**src/rtl/ram_burst_reader_if.sv**
```systemverilog
// Bundle between the burst reader, the RAM read port and the stream consumer.
// master: the reader itself; slave: the requester, RAM and consumer side.
interface ram_burst_reader_if #(
    parameter int unsigned ADDR_WIDTH = 4,
    parameter int unsigned DATA_WIDTH = 8
) ();
    logic                  start;
    logic [ADDR_WIDTH-1:0] base_addr;
    logic [ADDR_WIDTH:0]   length;
    logic [ADDR_WIDTH-1:0] r_addr;
    logic [DATA_WIDTH-1:0] ram_data;
    logic [DATA_WIDTH-1:0] data;
    logic                  valid;
    logic                  ready;
    logic                  last;
    logic                  busy;
    logic                  done;

    modport master (
        input  start, base_addr, length, ram_data, ready,
        output r_addr, data, valid, last, busy, done
    );

    modport slave (
        output start, base_addr, length, ram_data, ready,
        input  r_addr, data, valid, last, busy, done
    );
endinterface

```
**src/rtl/ram_burst_reader.sv**
```systemverilog
// Fetches a contiguous burst from a RAM with one-cycle read latency and streams
// it out over valid/ready through a 2-entry FIFO, so back-pressure never drops words.
module ram_burst_reader #(
    parameter int unsigned ADDR_WIDTH = 4,
    parameter int unsigned DATA_WIDTH = 8
) (
    input  logic                clk,
    input  logic                rst_n,
    ram_burst_reader_if.master  bus
);

    typedef enum logic [1:0] {StIdle, StRun, StDone} state_e;

    localparam logic [ADDR_WIDTH-1:0] AddrOne = 1;
    localparam logic [ADDR_WIDTH:0]   LenOne  = 1;

    state_e                state_q, state_d;
    logic [ADDR_WIDTH-1:0] addr_q, addr_d;
    logic [ADDR_WIDTH:0]   left_q, left_d;
    logic                  inflight_q, inflight_last_q;

    logic [DATA_WIDTH-1:0] fifo_data_q [2];
    logic [1:0]            fifo_last_q;
    logic                  rd_ptr_q, wr_ptr_q;
    logic [1:0]            count_q;

    logic       issue, push, pop, head_valid, head_last;
    logic [2:0] occ_next;

    assign head_valid = (count_q != 2'd0);
    assign head_last  = fifo_last_q[rd_ptr_q];
    assign pop        = head_valid && bus.ready;
    assign push       = inflight_q;

    // Occupancy once this cycle's pop and the inflight word settle; a new read
    // may only issue if its word is guaranteed a free slot.
    assign occ_next = {1'b0, count_q} + {2'b00, inflight_q} - {2'b00, pop};
    assign issue    = (state_q == StRun) && (left_q != '0) && (occ_next < 3'd2);

    always_comb begin
        state_d = state_q;
        addr_d  = addr_q;
        left_d  = left_q;
        unique case (state_q)
            StIdle: begin
                if (bus.start && (bus.length != '0)) begin
                    addr_d  = bus.base_addr;
                    left_d  = bus.length;
                    state_d = StRun;
                end
            end
            StRun: begin
                if (issue) begin
                    addr_d = addr_q + AddrOne;
                    left_d = left_q - LenOne;
                end
                if (pop && head_last) begin
                    state_d = StDone;
                end
            end
            StDone:  state_d = StIdle;
            default: state_d = StIdle;
        endcase
    end

    always_ff @(posedge clk or negedge rst_n) begin
        if (!rst_n) begin
            state_q         <= StIdle;
            addr_q          <= '0;
            left_q          <= '0;
            inflight_q      <= 1'b0;
            inflight_last_q <= 1'b0;
        end else begin
            state_q         <= state_d;
            addr_q          <= addr_d;
            left_q          <= left_d;
            inflight_q      <= issue;
            inflight_last_q <= issue && (left_q == LenOne);
        end
    end

    always_ff @(posedge clk or negedge rst_n) begin
        if (!rst_n) begin
            for (int i = 0; i < 2; i++) begin
                fifo_data_q[i] <= '0;
            end
            fifo_last_q <= '0;
            rd_ptr_q    <= 1'b0;
            wr_ptr_q    <= 1'b0;
            count_q     <= 2'd0;
        end else begin
            if (push) begin
                fifo_data_q[wr_ptr_q] <= bus.ram_data;
                fifo_last_q[wr_ptr_q] <= inflight_last_q;
                wr_ptr_q              <= ~wr_ptr_q;
            end
            if (pop) begin
                rd_ptr_q <= ~rd_ptr_q;
            end
            case ({push, pop})
                2'b10:   count_q <= count_q + 2'd1;
                2'b01:   count_q <= count_q - 2'd1;
                default: count_q <= count_q;
            endcase
        end
    end

    assign bus.r_addr = addr_q;
    assign bus.valid  = head_valid;
    assign bus.data   = head_valid ? fifo_data_q[rd_ptr_q] : '0;
    assign bus.last   = head_valid && head_last;
    assign bus.busy   = (state_q != StIdle);
    assign bus.done   = (state_q == StDone);

    fifo_no_overflow: assert property (@(posedge clk) disable iff (!rst_n)
        !(push && !pop && (count_q == 2'd2)));

endmodule
```
**src/flat_wrapper.sv**
```systemverilog
// flat-port wrapper written by rule: the top's interface ports become plain ports
module ram_burst_reader_flat 
#(
    parameter int unsigned ADDR_WIDTH = 4,
    parameter int unsigned DATA_WIDTH = 8
)
  (clk, rst_n, bus_start, bus_base_addr, bus_length, bus_ram_data, bus_ready, bus_r_addr, bus_data, bus_valid, bus_last, bus_busy, bus_done);
  ram_burst_reader_if #(.ADDR_WIDTH(ADDR_WIDTH), .DATA_WIDTH(DATA_WIDTH)) bus_i ();
  input  logic clk;
  input  logic rst_n;
  input wire logic [$bits(bus_i.start)-1:0] bus_start;
  input wire logic [$bits(bus_i.base_addr)-1:0] bus_base_addr;
  input wire logic [$bits(bus_i.length)-1:0] bus_length;
  input wire logic [$bits(bus_i.ram_data)-1:0] bus_ram_data;
  input wire logic [$bits(bus_i.ready)-1:0] bus_ready;
  output wire logic [$bits(bus_i.r_addr)-1:0] bus_r_addr;
  output wire logic [$bits(bus_i.data)-1:0] bus_data;
  output wire logic [$bits(bus_i.valid)-1:0] bus_valid;
  output wire logic [$bits(bus_i.last)-1:0] bus_last;
  output wire logic [$bits(bus_i.busy)-1:0] bus_busy;
  output wire logic [$bits(bus_i.done)-1:0] bus_done;
  assign bus_i.start = bus_start;
  assign bus_i.base_addr = bus_base_addr;
  assign bus_i.length = bus_length;
  assign bus_i.ram_data = bus_ram_data;
  assign bus_i.ready = bus_ready;
  assign bus_r_addr = bus_i.r_addr;
  assign bus_data = bus_i.data;
  assign bus_valid = bus_i.valid;
  assign bus_last = bus_i.last;
  assign bus_busy = bus_i.busy;
  assign bus_done = bus_i.done;
  ram_burst_reader #(.ADDR_WIDTH(ADDR_WIDTH), .DATA_WIDTH(DATA_WIDTH)) u_core (.clk(clk), .rst_n(rst_n), .bus(bus_i));
endmodule
```
**config.mk**
```make
export PLATFORM = sky130hd
export DESIGN_NAME = ram_burst_reader_flat
export DESIGN_NICKNAME = d
export VERILOG_FILES = /design/src/rtl/ram_burst_reader_if.sv /design/src/rtl/ram_burst_reader.sv /design/src/flat_wrapper.sv
export SDC_FILE = /design/constraint.sdc
export NUM_CORES = 1
export LEC_CHECK = 0
export ABC_CLOCK_PERIOD_IN_PS = 2900
export CORE_UTILIZATION = 51
export DETAILED_ROUTE_END_ITERATION = 10
export PLACE_DENSITY = 0.79
export SYNTH_ARGS = -nofsm -noshare
export SYNTH_HDL_FRONTEND = slang
export SYNTH_SLANG_ARGS = --single-unit
```
**constraint.sdc**
```tcl
create_clock -name clk -period 2.9 [get_ports clk]
set_input_delay 0.58 -clock clk [delete_from_list [all_inputs] [get_ports clk]]
set_output_delay 0.58 -clock clk [all_outputs]
set_load 0.01 [all_outputs]
```
==> parameters.txt <==
Parameter                              Value

CTS
  Clock sink total ... 35
  Buffer type at the clock tree root ... sky130_fd_sc_hd__clkbuf_4
  Clock Path Buffers ... 2
  Number of gates resized after cts ... 0
  TritonCTS clock tree ... done
  Number of setup buffers added after CTS ... 0
  Clock buffers created by TritonCTS ... 5
  Number of hold-repair buffers added at the cts stage ... 0
  Register clock-pin slew on the reported worst setup and hold paths ... 0.11 ns
  Insertion delay to the later sink of the worst-skew pair ... 0.34 ns
  H-Tree Level Count ... 2

Synth
  Synthesized netlist cell count ... 169
  Yosys Warn Count ... 0
  Number of distinct standard cells referenced by the synthesized netlist ... 33
  Async set-reset flop share out of synthesis ... 100%
  Post-synthesis net count ... 195
  Post-synthesis cell area ... 1810 um^2
  Seq cells post-synth ... 35
  Number of synthesized flops with an enable pin ... 0
  Most instantiated flip-flop cell in the synthesis netlist ... sky130_fd_sc_hd__dfrtp_1
  Portion of the post-synthesis area used by sequential elements ... 48.5%
  Mean instance size in the synthesized netlist ... 10.7 um^2

Critical path
  Launching point of the worst reg2reg path ... u_core.inflight_q$_DFF_PN0_
  Nature of the critical path startpoint ... input pin
  Type of destination of the critical path ... flop
  Worst-path maximum fanout ... 11
  Endpoint of the worst-slack reg-to-reg timing path ... u_core.left_q[0]$_DFFE_PN0P_
  Setup CP Type ... in2reg
  Worst endpoint data arrival time ... 2.90 ns
  FF-to-FF path depth ... 8
  Reg-to-reg setup timing slack ... 0.45 ns
  Critical path required time ... 3.16 ns

Route
  Detailed-route wire length per cell ... 14.5 um
  Post-route antenna net violation count ... 0
  Initial DRC Count ... 65
  Total wire length after detailed routing ... 3690 um
  Total via count after detailed routing ... 1420
  Total iterations of the first detailed-routing run ... 4
  Total DRC errors in the routed layout ... 0
  Vias per cell ... 5.57

Floorplan
  Core Footprint ... 3360 um^2
  Standard-cell row count ... 21
  Die area ... 3780 um^2
  Initial standard-cell utilization of the core ... 53.7%
  Die width ... 61.5 um
  Y dimension of the die ... 61.5 um
  I/O Pins ... 37

Placed design
  Placer Congestion ... 0.859
  Area post-placement ... 2210 um^2
  Input/output buffers ... 36
  Post-Place Cells ... 247
  HPWL after detailed placement ... 2690 um

Global routing
  Vias in the first global route ... 1301
  Final global-route overflow total ... 0
  Number of antenna violations at the first check in global routing ... 0
  Maximum number of pins on one net before global-route repair ... 36
  Overall fraction of global-route tracks in use ... 21.8%
  First-pass GRT wire length ... 5920 um

STA
  Final Hold Viols ... 0
  Setup violators final ... 0
  Setup clock skew after layout ... 0.00999 ns
  Tmin final ... 2.64 ns
  Highest achievable clock rate ... 0.378 GHz
  Setup repair after global routing missed its margin ... false
  Tcrit/Tclk final ... 91.1%
  Worst slew margin ... 45.1%
  Fin Hold WS ... 0.513 ns
  Slew of the pin with the lowest slew margin ... 0.822 ns
  Max-slew violation total from the final report ... 0

Pwr
  Design Power ... 2.68 mW
  Maximum resistive drop on vdd ... 0.674 mV
  Power per standard cell area ... 1190 nW/um^2
  Static leakage power ... 1.01 nW

Final layout
  Share of final-layout standard cells stronger than drive strength 1 ... 15.8%
  Most common cell after layout, fill and taps aside ... sky130_fd_sc_hd__clkdlybuf4s50_1
  Synthesis-to-layout area growth ... 25.1%
  Filler Cells Inserted ... 280
  Count of non-filler cells in the finished layout ... 255
  Top library cells by usage in the layout, fill and taps aside ... sky130_fd_sc_hd__clkdlybuf4s50_1, sky130_fd_sc_hd__dfrtp_1, sky130_fd_sc_hd__nor2_1, sky130_fd_sc_hd__mux2_2
  Total area of sequential cells ... 876 um^2
  Area occupied by multi-input gates ... 837 um^2
  # nets final ... 234
  Final instance area ... 2260 um^2
  Diode count ... 0

Worst hold path
  Worst hold path cell count ... 1
  Worst hold path class ... reg2reg
  Min-delay src ... u_core.state_q[1]$_DFFE_PN0P_
  Hold endpoint ... u_core.state_q[0]$_DFFE_PN0P_

Flow run
  Number of maximum-capacitance constraint violations ... 0

Status
  Run status ... finished clean
[cell usage after synthesis (3+ instances only)]
| cell type | n | share of area [%] |
|---|---|---|
| sky130_fd_sc_hd__mux2i_1 | 10 | 5.5 |
| sky130_fd_sc_hd__clkbuf_1 | 4 | 0.83 |
| sky130_fd_sc_hd__nor3_1 | 4 | 1.1 |
| sky130_fd_sc_hd__mux2_2 | 18 | 11 |
| sky130_fd_sc_hd__nor2b_1 | 6 | 2.1 |
| sky130_fd_sc_hd__a22oi_1 | 3 | 1.2 |
| sky130_fd_sc_hd__xor2_1 | 3 | 1.5 |
| sky130_fd_sc_hd__inv_1 | 10 | 2.1 |
| sky130_fd_sc_hd__o22ai_1 | 3 | 1.0 |
| sky130_fd_sc_hd__dfrtp_1 | 35 | 49 |
| sky130_fd_sc_hd__ha_1 | 4 | 2.8 |
| sky130_fd_sc_hd__nand3_1 | 5 | 1.4 |
| sky130_fd_sc_hd__a21oi_1 | 10 | 2.8 |
| sky130_fd_sc_hd__nor2_1 | 21 | 4.4 |
| sky130_fd_sc_hd__o21ai_0 | 6 | 1.7 |
| sky130_fd_sc_hd__o21ai_1 | 3 | 0.83 |
[through the flow]
stage	setup WS, ns	setup TNS [ns]	utilization (%)
final	0.258	0	67.2
after global routing	0.130	0	67.2
after CTS	0.275	0	67.2
after detailed placement	-0.0619	-0.164	65.6
after global placement	0.0314	0	65.6
after floorplan	0.341	0	-
[registers in the layout, indices dropped and copies added, names as in the netlist]
signal / count
u_core.left_q: 5
u_core.bus.r_addr: 4
u_core.inflight_last_q: 1
u_core.fifo_data_q: 16
u_core.count_q: 2
u_core.state_q: 2
u_core.inflight_q: 1
u_core.wr_ptr_q: 1
u_core.fifo_last_q: 2
u_core.rd_ptr_q: 1
[where the power goes]
part	switching, mW	internal, mW	leakage [nW]
clock	0.163	0.0902	0.0347
sequential	0.204	0.724	0.421
combinational	0.705	0.794	0.552
total	1.07	1.61	1.01
[critical path: stages]
cell and delay [ns]:
sky130_fd_sc_hd__clkdlybuf4s50_1 0.47, sky130_fd_sc_hd__nor2b_1 0.22, sky130_fd_sc_hd__o21ai_0 0.14, sky130_fd_sc_hd__fa_1 0.39, sky130_fd_sc_hd__xor2_1 0.15, sky130_fd_sc_hd__a2111o_1 0.42
sky130_fd_sc_hd__buf_4 0.19, sky130_fd_sc_hd__a211o_1 0.26, sky130_fd_sc_hd__o21ai_1 0.08
[layer usage]
metal  track usage (%)  vias to the layer above  wire, um
li1                  -                      668         -
met1              26.0                      685      1540
met2              38.1                       57      1870
met3              5.88                       10       217
met4              7.30                        0        59
met5                 0                        -         0
[cells by family (layout without fill, tap and decap cells)]
| logic type | Yosys count | in the layout | synth area share, % |
|---|---|---|---|
| fa+ha+maj | 5 | 5 | 3.88 |
| mux | 28 | 28 | 16.8 |
| compound gates | 34 | 34 | 11.9 |
| flops | 35 | 35 | 48.5 |
| xor+xnor | 4 | 4 | 1.94 |
| buf+inv | 19 | 59 | 5.13 |
| simple gates | 44 | 44 | 11.9 |
[cell type report]
class	count	share of cell area (%)
clock inverter	3	0.665
inverter	10	1.66
sequential	35	38.8
multi-input combinational	115	37.1
tap	46	2.55
timing repair buffer	41	17.6
clock buffer	5	1.66
[worst max-delay path by stage]
stage	start	end	slack, ns	depth (start not counted)
floorplan	u_core.count_q[1]$_DFFE_PN0N_	u_core.bus.r_addr[0]$_DFFE_PN0P_	0.34	9
global placement	bus_ready	u_core.bus.r_addr[0]$_DFFE_PN0P_	0.03	8
detailed placement	bus_ready	u_core.bus.r_addr[0]$_DFFE_PN0P_	-0.06	8
CTS	bus_ready	u_core.left_q[0]$_DFFE_PN0P_	0.27	9
global route	bus_ready	u_core.left_q[0]$_DFFE_PN0P_	0.13	9
finish	bus_ready	u_core.left_q[0]$_DFFE_PN0P_	0.26	9
Note: power is estimated with default switching activity, not from simulation.
